`config.mk`:
```
export PLATFORM = sky130hd
export DESIGN_NAME = seg7_frame_decoder_flat
export DESIGN_NICKNAME = d
export VERILOG_FILES = /design/src/rtl/seg7_pkg.sv /design/src/rtl/seg7_frame_decoder_if.sv /design/src/rtl/seg7_pattern_decode.sv /design/src/rtl/seg7_frame_decoder.sv /design/src/flat_wrapper.sv
export SDC_FILE = /design/constraint.sdc
export NUM_CORES = 1
export LEC_CHECK = 0
export ABC_AREA = 1
export CELL_PAD_IN_SITES_DETAIL_PLACEMENT = 2
export CELL_PAD_IN_SITES_GLOBAL_PLACEMENT = 2
export CORE_ASPECT_RATIO = 0.8
export CORE_MARGIN = 2
export CORE_UTILIZATION = 35
export CTS_BUF_LIST = sky130_fd_sc_hd__clkbuf_4
export DETAILED_ROUTE_END_ITERATION = 8
export PLACE_DENSITY_LB_ADDON = 0.15
export SETUP_SLACK_MARGIN = 0.3
export SLEW_MARGIN = 40
export SYNTH_ARGS = -nofsm -noshare
export SYNTH_HDL_FRONTEND = slang
export SYNTH_SLANG_ARGS = --single-unit
```
`constraint.sdc`:
```
create_clock -name clk -period 1.9 [get_ports clk]
set_input_delay 0.38 -clock clk [delete_from_list [all_inputs] [get_ports clk]]
set_output_delay 0.38 -clock clk [all_outputs]
set_load 0.01 [all_outputs]
```
`src/rtl/seg7_pkg.sv`:
```
// rtl/seg7_pkg.sv - shared types and segment pattern constants for the seg7 receive path
//
// Purpose: FSM state type, widths, and the seven-segment pattern table used by
// seg7_pattern_decode and seg7_frame_decoder. Pattern bit i is segment i
// (a = bit 0 .. g = bit 6).
// Ports: none (package).
package seg7_pkg;

  localparam int SEG_W     = 7;
  localparam int BIT_CNT_W = 3;

  typedef enum logic [1:0] {
    IDLE  = 2'd0,
    SHIFT = 2'd1,
    DONE  = 2'd2
  } state_t;

  localparam logic [SEG_W-1:0] SEG_DIGIT_0 = 7'h3F;
  localparam logic [SEG_W-1:0] SEG_DIGIT_1 = 7'h06;
  localparam logic [SEG_W-1:0] SEG_DIGIT_2 = 7'h5B;
  localparam logic [SEG_W-1:0] SEG_DIGIT_3 = 7'h4F;
  localparam logic [SEG_W-1:0] SEG_DIGIT_4 = 7'h66;
  localparam logic [SEG_W-1:0] SEG_DIGIT_5 = 7'h6D;
  localparam logic [SEG_W-1:0] SEG_DIGIT_6 = 7'h7D;
  localparam logic [SEG_W-1:0] SEG_DIGIT_7 = 7'h07;
  localparam logic [SEG_W-1:0] SEG_DIGIT_8 = 7'h7F;
  localparam logic [SEG_W-1:0] SEG_DIGIT_9 = 7'h6F;

  // Alternate forms: 6 without segment a, 7 with segment f, 9 without segment d.
  localparam logic [SEG_W-1:0] SEG_ALT_6 = 7'h7C;
  localparam logic [SEG_W-1:0] SEG_ALT_7 = 7'h27;
  localparam logic [SEG_W-1:0] SEG_ALT_9 = 7'h67;

  // Value reported for a pattern that is not in the table.
  localparam logic [3:0] DIGIT_BAD = 4'hF;

endpackage

```
`src/rtl/seg7_frame_decoder_if.sv`:
```
// rtl/seg7_frame_decoder_if.sv - pin-level bundle between a segment source and the frame decoder
//
// Purpose: groups the TinyTapeout user pins other than clk/rst.
// Pin map: io_in[2]=sdata, io_in[3]=sstrobe, io_in[4]=sync, io_in[5]=mode,
//          io_out[3:0]=disp, io_out[4]=frame_valid, io_out[5]=have_data,
//          io_out[6]=err, io_out[7]=busy. io_in[7:6] are not connected.
// Modports: master = segment source / checker side, slave = decoder side.
interface seg7_frame_decoder_if;

  logic       sdata;
  logic       sstrobe;
  logic       sync;
  logic       mode;
  logic [3:0] disp;
  logic       frame_valid;
  logic       have_data;
  logic       err;
  logic       busy;

  modport master (
    output sdata, sstrobe, sync, mode,
    input  disp, frame_valid, have_data, err, busy
  );

  modport slave (
    input  sdata, sstrobe, sync, mode,
    output disp, frame_valid, have_data, err, busy
  );

endinterface

```
`src/rtl/seg7_pattern_decode.sv`:
```
// rtl/seg7_pattern_decode.sv - combinational seven-segment pattern to digit lookup
//
// Purpose: maps a 7-bit segment pattern back to its digit value.
// Ports:
//   pattern - segment pattern, bit i = segment i (a..g)
//   strict  - 1: canonical patterns only; 0: also the alternate 6/7/9 forms
//   digit   - decoded value, DIGIT_BAD when not recognised
//   hit     - pattern was recognised
module seg7_pattern_decode
  import seg7_pkg::*;
(
  input  logic [SEG_W-1:0] pattern,
  input  logic             strict,
  output logic [3:0]       digit,
  output logic             hit
);

  always_comb begin
    digit = DIGIT_BAD;
    hit   = 1'b0;
    case (pattern)
      SEG_DIGIT_0: begin digit = 4'd0; hit = 1'b1; end
      SEG_DIGIT_1: begin digit = 4'd1; hit = 1'b1; end
      SEG_DIGIT_2: begin digit = 4'd2; hit = 1'b1; end
      SEG_DIGIT_3: begin digit = 4'd3; hit = 1'b1; end
      SEG_DIGIT_4: begin digit = 4'd4; hit = 1'b1; end
      SEG_DIGIT_5: begin digit = 4'd5; hit = 1'b1; end
      SEG_DIGIT_6: begin digit = 4'd6; hit = 1'b1; end
      SEG_DIGIT_7: begin digit = 4'd7; hit = 1'b1; end
      SEG_DIGIT_8: begin digit = 4'd8; hit = 1'b1; end
      SEG_DIGIT_9: begin digit = 4'd9; hit = 1'b1; end
      SEG_ALT_6: begin
        if (!strict) begin
          digit = 4'd6;
          hit   = 1'b1;
        end
      end
      SEG_ALT_7: begin
        if (!strict) begin
          digit = 4'd7;
          hit   = 1'b1;
        end
      end
      SEG_ALT_9: begin
        if (!strict) begin
          digit = 4'd9;
          hit   = 1'b1;
        end
      end
      default: begin
        digit = DIGIT_BAD;
        hit   = 1'b0;
      end
    endcase
  end

endmodule

```
`src/rtl/seg7_frame_decoder.sv`:
```
// rtl/seg7_frame_decoder.sv - serial seven-segment frame receiver and digit decoder
//
// Purpose: shifts in segments a..g after a sync, decodes the pattern, flags
// unrecognised frames and keeps a saturating error count.
// Parameters:
//   ERR_CNT_W - error counter width; its low 4 bits are shown in mode 1
//   STRICT    - 1: canonical patterns only; 0: also alternate 6/7/9 forms
// Ports:
//   clk - clock, rising edge
//   rst - asynchronous active-high reset
//   bus - pin bundle (slave side): sdata/sstrobe/sync/mode in,
//         disp/frame_valid/have_data/err/busy out
module seg7_frame_decoder
  import seg7_pkg::*;
#(
  parameter int ERR_CNT_W = 4,
  parameter bit STRICT    = 1'b1
) (
  input  logic                 clk,
  input  logic                 rst,
  seg7_frame_decoder_if.slave  bus
);

  localparam logic [BIT_CNT_W-1:0] LAST_BIT = BIT_CNT_W'(SEG_W - 1);
  localparam logic [ERR_CNT_W-1:0] ERR_MAX  = '1;

  state_t                 state_q, state_d;
  logic [SEG_W-1:0]       shreg_q, shreg_d;
  logic [BIT_CNT_W-1:0]   bit_cnt_q, bit_cnt_d;
  logic [3:0]             value_q, value_d;
  logic [ERR_CNT_W-1:0]   err_cnt_q, err_cnt_d;
  logic                   err_q, err_d;
  logic                   have_data_q, have_data_d;
  logic                   frame_valid_q, frame_valid_d;
  logic [3:0]             disp_q, disp_d;
  logic                   busy_q, busy_d;
  logic [3:0]             err_low;

  logic [3:0]             dec_digit;
  logic                   dec_hit;

  seg7_pattern_decode u_decode (
    .pattern (shreg_q),
    .strict  (STRICT),
    .digit   (dec_digit),
    .hit     (dec_hit)
  );

  always_ff @(posedge clk or posedge rst) begin
    if (rst) begin
      state_q       <= IDLE;
      shreg_q       <= '0;
      bit_cnt_q     <= '0;
      value_q       <= '0;
      err_cnt_q     <= '0;
      err_q         <= 1'b0;
      have_data_q   <= 1'b0;
      frame_valid_q <= 1'b0;
      disp_q        <= '0;
      busy_q        <= 1'b0;
    end else begin
      state_q       <= state_d;
      shreg_q       <= shreg_d;
      bit_cnt_q     <= bit_cnt_d;
      value_q       <= value_d;
      err_cnt_q     <= err_cnt_d;
      err_q         <= err_d;
      have_data_q   <= have_data_d;
      frame_valid_q <= frame_valid_d;
      disp_q        <= disp_d;
      busy_q        <= busy_d;
    end
  end

  always_comb begin
    state_d       = state_q;
    shreg_d       = shreg_q;
    bit_cnt_d     = bit_cnt_q;
    value_d       = value_q;
    err_cnt_d     = err_cnt_q;
    err_d         = err_q;
    have_data_d   = have_data_q;
    frame_valid_d = 1'b0;

    case (state_q)
      IDLE: begin
        if (bus.sync) begin
          state_d   = SHIFT;
          bit_cnt_d = '0;
        end
      end

      SHIFT: begin
        // sync restarts the frame and takes priority over a coincident strobe.
        if (bus.sync) begin
          bit_cnt_d = '0;
        end else if (bus.sstrobe) begin
          shreg_d[bit_cnt_q] = bus.sdata;
          bit_cnt_d          = bit_cnt_q + 1'b1;
          if (bit_cnt_q == LAST_BIT) begin
            state_d = DONE;
          end
        end
      end

      DONE: begin
        frame_valid_d = 1'b1;
        if (dec_hit) begin
          value_d     = dec_digit;
          err_d       = 1'b0;
          have_data_d = 1'b1;
        end else begin
          value_d = DIGIT_BAD;
          err_d   = 1'b1;
          if (err_cnt_q != ERR_MAX) begin
            err_cnt_d = err_cnt_q + 1'b1;
          end
        end
        // sync here starts the next frame without passing through IDLE.
        if (bus.sync) begin
          state_d   = SHIFT;
          bit_cnt_d = '0;
        end else begin
          state_d = IDLE;
        end
      end

      default: begin
        state_d = IDLE;
      end
    endcase
  end

  // disp follows the post-update value/count so a completed frame shows on the same edge.
  generate
    if (ERR_CNT_W >= 4) begin : g_err_wide
      assign err_low = err_cnt_d[3:0];
    end else begin : g_err_narrow
      assign err_low = {{(4 - ERR_CNT_W){1'b0}}, err_cnt_d};
    end
  endgenerate

  always_comb begin
    disp_d = bus.mode ? err_low : value_d;
    busy_d = (state_d != IDLE);
  end

  assign bus.disp        = disp_q;
  assign bus.frame_valid = frame_valid_q;
  assign bus.have_data   = have_data_q;
  assign bus.err         = err_q;
  assign bus.busy        = busy_q;

endmodule

```
`src/flat_wrapper.sv`:
```
// flat-port wrapper written by rule: the top's interface ports become plain ports
module seg7_frame_decoder_flat import seg7_pkg::*;
#(
  parameter int ERR_CNT_W = 4,
  parameter bit STRICT    = 1'b1
)
  (clk, rst, bus_sdata, bus_sstrobe, bus_sync, bus_mode, bus_disp, bus_frame_valid, bus_have_data, bus_err, bus_busy);
  seg7_frame_decoder_if bus_i ();
  input  logic clk;
  input  logic rst;
  input wire logic [$bits(bus_i.sdata)-1:0] bus_sdata;
  input wire logic [$bits(bus_i.sstrobe)-1:0] bus_sstrobe;
  input wire logic [$bits(bus_i.sync)-1:0] bus_sync;
  input wire logic [$bits(bus_i.mode)-1:0] bus_mode;
  output wire logic [$bits(bus_i.disp)-1:0] bus_disp;
  output wire logic [$bits(bus_i.frame_valid)-1:0] bus_frame_valid;
  output wire logic [$bits(bus_i.have_data)-1:0] bus_have_data;
  output wire logic [$bits(bus_i.err)-1:0] bus_err;
  output wire logic [$bits(bus_i.busy)-1:0] bus_busy;
  assign bus_i.sdata = bus_sdata;
  assign bus_i.sstrobe = bus_sstrobe;
  assign bus_i.sync = bus_sync;
  assign bus_i.mode = bus_mode;
  assign bus_disp = bus_i.disp;
  assign bus_frame_valid = bus_i.frame_valid;
  assign bus_have_data = bus_i.have_data;
  assign bus_err = bus_i.err;
  assign bus_busy = bus_i.busy;
  seg7_frame_decoder #(.ERR_CNT_W(ERR_CNT_W), .STRICT(STRICT)) u_core (.clk(clk), .rst(rst), .bus(bus_i));
endmodule
```
==> metrics.md <==
| Metric | Value |
|---|---|
| Tot GR Track Use | `24.42%` |
| Kind of critical path | `reg2reg` |
| Critical Path Stages | `12` |
| GP Congestion | `0.7725` |
| Post-synthesis compound-gate area fraction | `8.333%` |
| Syn-to-layout area delta | `30.35%` |
| CTS Buf Count | `3` |
| Filler cells | `489` |
| Largest net degree at the start of global routing | `29` |
| P_leak | `1.110 nW` |
| Clk slew on worst S/H paths | `160 ps` |
| HP Class | `in2async` |
| H-tree depth | `1` |
| DIE WIDTH | `79.39 um` |
| Fin area | `0.002074 mm2` |
| Launching element type of the critical path | `flip-flop` |
| Max-Cap Viols | `0` |
| Drt drc | `0` |
| Psw | `0.0008542 W` |
| Area of the mapped netlist | `0.001592 mm2` |
| Global-route wire length before repair | `9487 um` |
| Worst path max stage delay | `490 ps` |
| Clk_lat worst skew | `340 ps` |
| Core area | `0.004283 mm2` |
| Mapped Cells | `205` |
| Die Ht | `64.32 um` |
| Layout cells sized above 1 | `33.19%` |
| Wire length per cell | `19.45 um` |
| DR vias | `1540` |
| Worst flop-to-flop path startpoint | `u_core.shreg_q[2]$_DFFE_PP0P_` |
| Sequential share of the synthesized area | `44.03%` |
| Mux contribution to synthesized area | `0%` |
| Clock net sink count | `28` |
| Dpl hpwl | `3539 um` |
| Synth top area share | `44.03%` |
| RSZ-0062 raised after global routing | `yes` |
| Cells on worst reg2reg path | `12` |
| Crit-path leading delay family | `simple AND/OR/NAND/NOR gates` |
| Post-route ant nets | `0` |
| Buf/Inv on CP | `3` |
| YS warnings | `0` |
| Switching portion of total power | `43.92%` |
| Slew headroom | `75.66%` |
| Number of flops mapped to enable cells by yosys | `0` |
| PortBufs | `13` |
| Share of power burned in combinational logic | `43.6%` |
| Post-synthesis adder-cell area fraction | `2.358%` |
| Clock power share | `14.0%` |
| Setup Skew | `1.563 ps` |
| Post-Syn Nets | `214` |
| Initial Util | `37.16%` |
| Worst path most repeated cell | `nand2_2` |
| Final Hold Fails | `0` |
| Total die area | `0.005106 mm2` |
| Pwr dens | `937.6 mW/mm2` |
| Post-Synth XOR/XNOR Area | `1.101%` |
| Placed cell area | `0.001803 mm2` |
| Post-route clock period utilization | `89.55%` |
| Fmax | `587.7 MHz` |
| Synth unique cells | `29` |
| Initial DRC Count | `49` |
| R2R Path End | `u_core.bus.disp[1]$_DFF_PP0_` |
| Top_reg_cell synth | `dfrtp_1` |
| Pre-Repair DR Iteration Count | `4` |
| Flop pwr share | `42.5%` |
| FP Rows | `21` |
| Nets | `248` |
| Pins over their slew limit | `0` |
| Aggregate global routing overflow | `0` |
| Worst endpoint required time | `2150 ps` |
| Clk buf depth | `2` |
| Main combinational cell family by area after synthesis | `simple AND/OR/NAND/NOR gates` |
| Synth async-reset ratio | `100.0%` |
| Largest area contributor in the netlist | `dfrtp_1` |
| Routed wire length | `5737 um` |
| Post-synth top cells | `nand2_1 (48), inv_1 (29), dfrtp_1 (28)` |
| IR drop worst, VDD | `534.8 uV` |
| Outcome | `completed` |
| Slowest cell on the critical path | `dfrtp_2` |
| Diode count | `0` |
| Synth area leaders | `dfrtp_1 (44%), nand2_1 (11%), inv_1 (6.8%)` |
| TNS Setup | `0 ps` |
| Internal | `0.001091 W` |
| Vias/cell | `5.220` |
| Count leader, synth | `nand2_1` |
| Worst slew pin tran | `365.2 ps` |
| Worst EP arrival | `1950 ps` |
| Critical-path maximum fanout | `4` |
| Initial antenna violation count | `0` |
| Area fraction in and, or, nand and nor cells after synthesis | `36.08%` |
| Ports | `14` |
| Worst R2R Setup Slack | `200 ps` |
| Clock root buffer | `clkbuf_4` |
| Seq cells post-synth | `28` |
| Minimum clock period | `1701 ps` |
| Vias in the first global route | `1786` |
| Crit-path cells | `inv_2, nand2_2, nor2_2, nand2_2, buf_4, buf_4, nand3_2, nor2_2, nand4_1, nand2_1, nand3_2, nand2_2` |
| Worst Setup End Kind | `flip-flop` |
| Final setup vio count | `0` |
| Syn avg cell area | `7.764 um2` |
| CTS tree | `done` |
-- power by group through the flow --
| stage | sequential (W) | combinational, W | clock, W |
|---|---|---|---|
| final | 0.000826 | 0.000847 | 0.000272 |
| after global routing | 0.000844 | 0.000918 | 0.000311 |
| after CTS | 0.000811 | 0.000652 | 0.000261 |
| after detailed placement | 0.000816 | 0.000544 | 0 |
| after global placement | 0.000806 | 0.000502 | 0 |
| after floorplan | 0.000781 | 0.000393 | 0 |
-- tightest hold or removal path: stages --
cell             delay (ps)
clkdlybuf4s50_1         400
inv_1                    50
buf_4                   330
-- final cells by class --
type                    count  area (um2)  share of cell area [%]
well taps                  57       71.32                   3.438
inverters                  33       123.9                   5.971
multi-input cells         143       887.1                   42.76
repair buffers             30       259.0                   12.48
clock buffers               3       22.52                   1.086
flip-flops and latches     28       706.9                   34.08
clock inverters             1       3.754                  0.1809
-- timing repair --
action / 4_1_cts / 5_1_grt
endpoints found under the setup margin: 18 / 21
hold buffers: 0 / 0
resized for setup: 20 / 36
pin swaps: 12 / 25
buffers inserted: 11 / 4
-- sequential cells by signal, summed over array words and instances, names as in the netlist --
register and flops:
u_core.shreg_q 7, u_core.err_cnt_q 4, u_core.bus.err 1, u_core.value_q 4, u_core.bus.disp 4, u_core.bus.busy 1
u_core.bus.have_data 1, u_core.bus.frame_valid 1, u_core.state_q 2, u_core.bit_cnt_q 3
-- worst max path at each step --
stage | endpoint | from
after global placement | u_core.shreg_q[6]$_DFFE_PP0P_ | bus_sync
after CTS | u_core.bus.disp[1]$_DFF_PP0_ | u_core.shreg_q[2]$_DFFE_PP0P_
after floorplan | u_core.bus.have_data$_DFFE_PP0P_ | u_core.shreg_q[3]$_DFFE_PP0P_
after detailed placement | u_core.shreg_q[6]$_DFFE_PP0P_ | bus_sync
final | u_core.bus.disp[1]$_DFF_PP0_ | u_core.shreg_q[2]$_DFFE_PP0P_
after global routing | u_core.bus.disp[2]$_DFF_PP0_ | u_core.shreg_q[0]$_DFFE_PP0P_
-- through the flow --
step                      total power, W  instances  hold slack, ps  utilization, %  worst slack, ps
after detailed placement        0.001360        276           456.1           42.10            85.98
after CTS                       0.001724        291           408.1           45.17            201.6
final                           0.001945        295           380.6           48.44            198.6
after global placement          0.001308        276           447.3           42.10            193.5
after floorplan                 0.001174        205           445.4               -            506.9
after global routing            0.002073        295           440.7           48.44            84.48
-- per-layer routing --
layer / wire, um / share of wire (%) / GRT usage (%)
met5: 0 / 0 / 0
met3: 164 / 2.9 / 2.684
met2: 2879 / 50 / 43.11
met1: 2562 / 45 / 32.48
met4: 130 / 2.3 / 4.741
-- cells by family (layout without fill, tap and decap cells) --
| logic type | count (synthesis) | after routing |
|---|---|---|
| XOR/XNOR | 2 | 2 |
| flip-flops | 28 | 28 |
| adder cells (fa/ha/maj) | 3 | 3 |
| AO/OA/AOI/OAI | 21 | 21 |
| AND/OR/NAND/NOR | 117 | 117 |
| buffers and inverters | 34 | 67 |
-- layout by cell type, fill, tap and decap left out, types with 3 or more instances in the layout --
cell type         n
inv_2            10
nand3_2           3
dfrtp_1          23
ha_1              3
nand2_2          16
inv_1            23
dlygate4sd2_1     7
clkdlybuf4s50_1   5
o21ai_0           4
clkbuf_4          3
nand2_4           6
nor2_4            5
nor2_1           15
dfrtp_2           5
nor2_2            5
and2_1            3
nand4_1           6
nand3_1          15
buf_4            15
a21oi_1           5
nand2_1          35
a31oi_1           3
(Power assumes the default switching activity.)
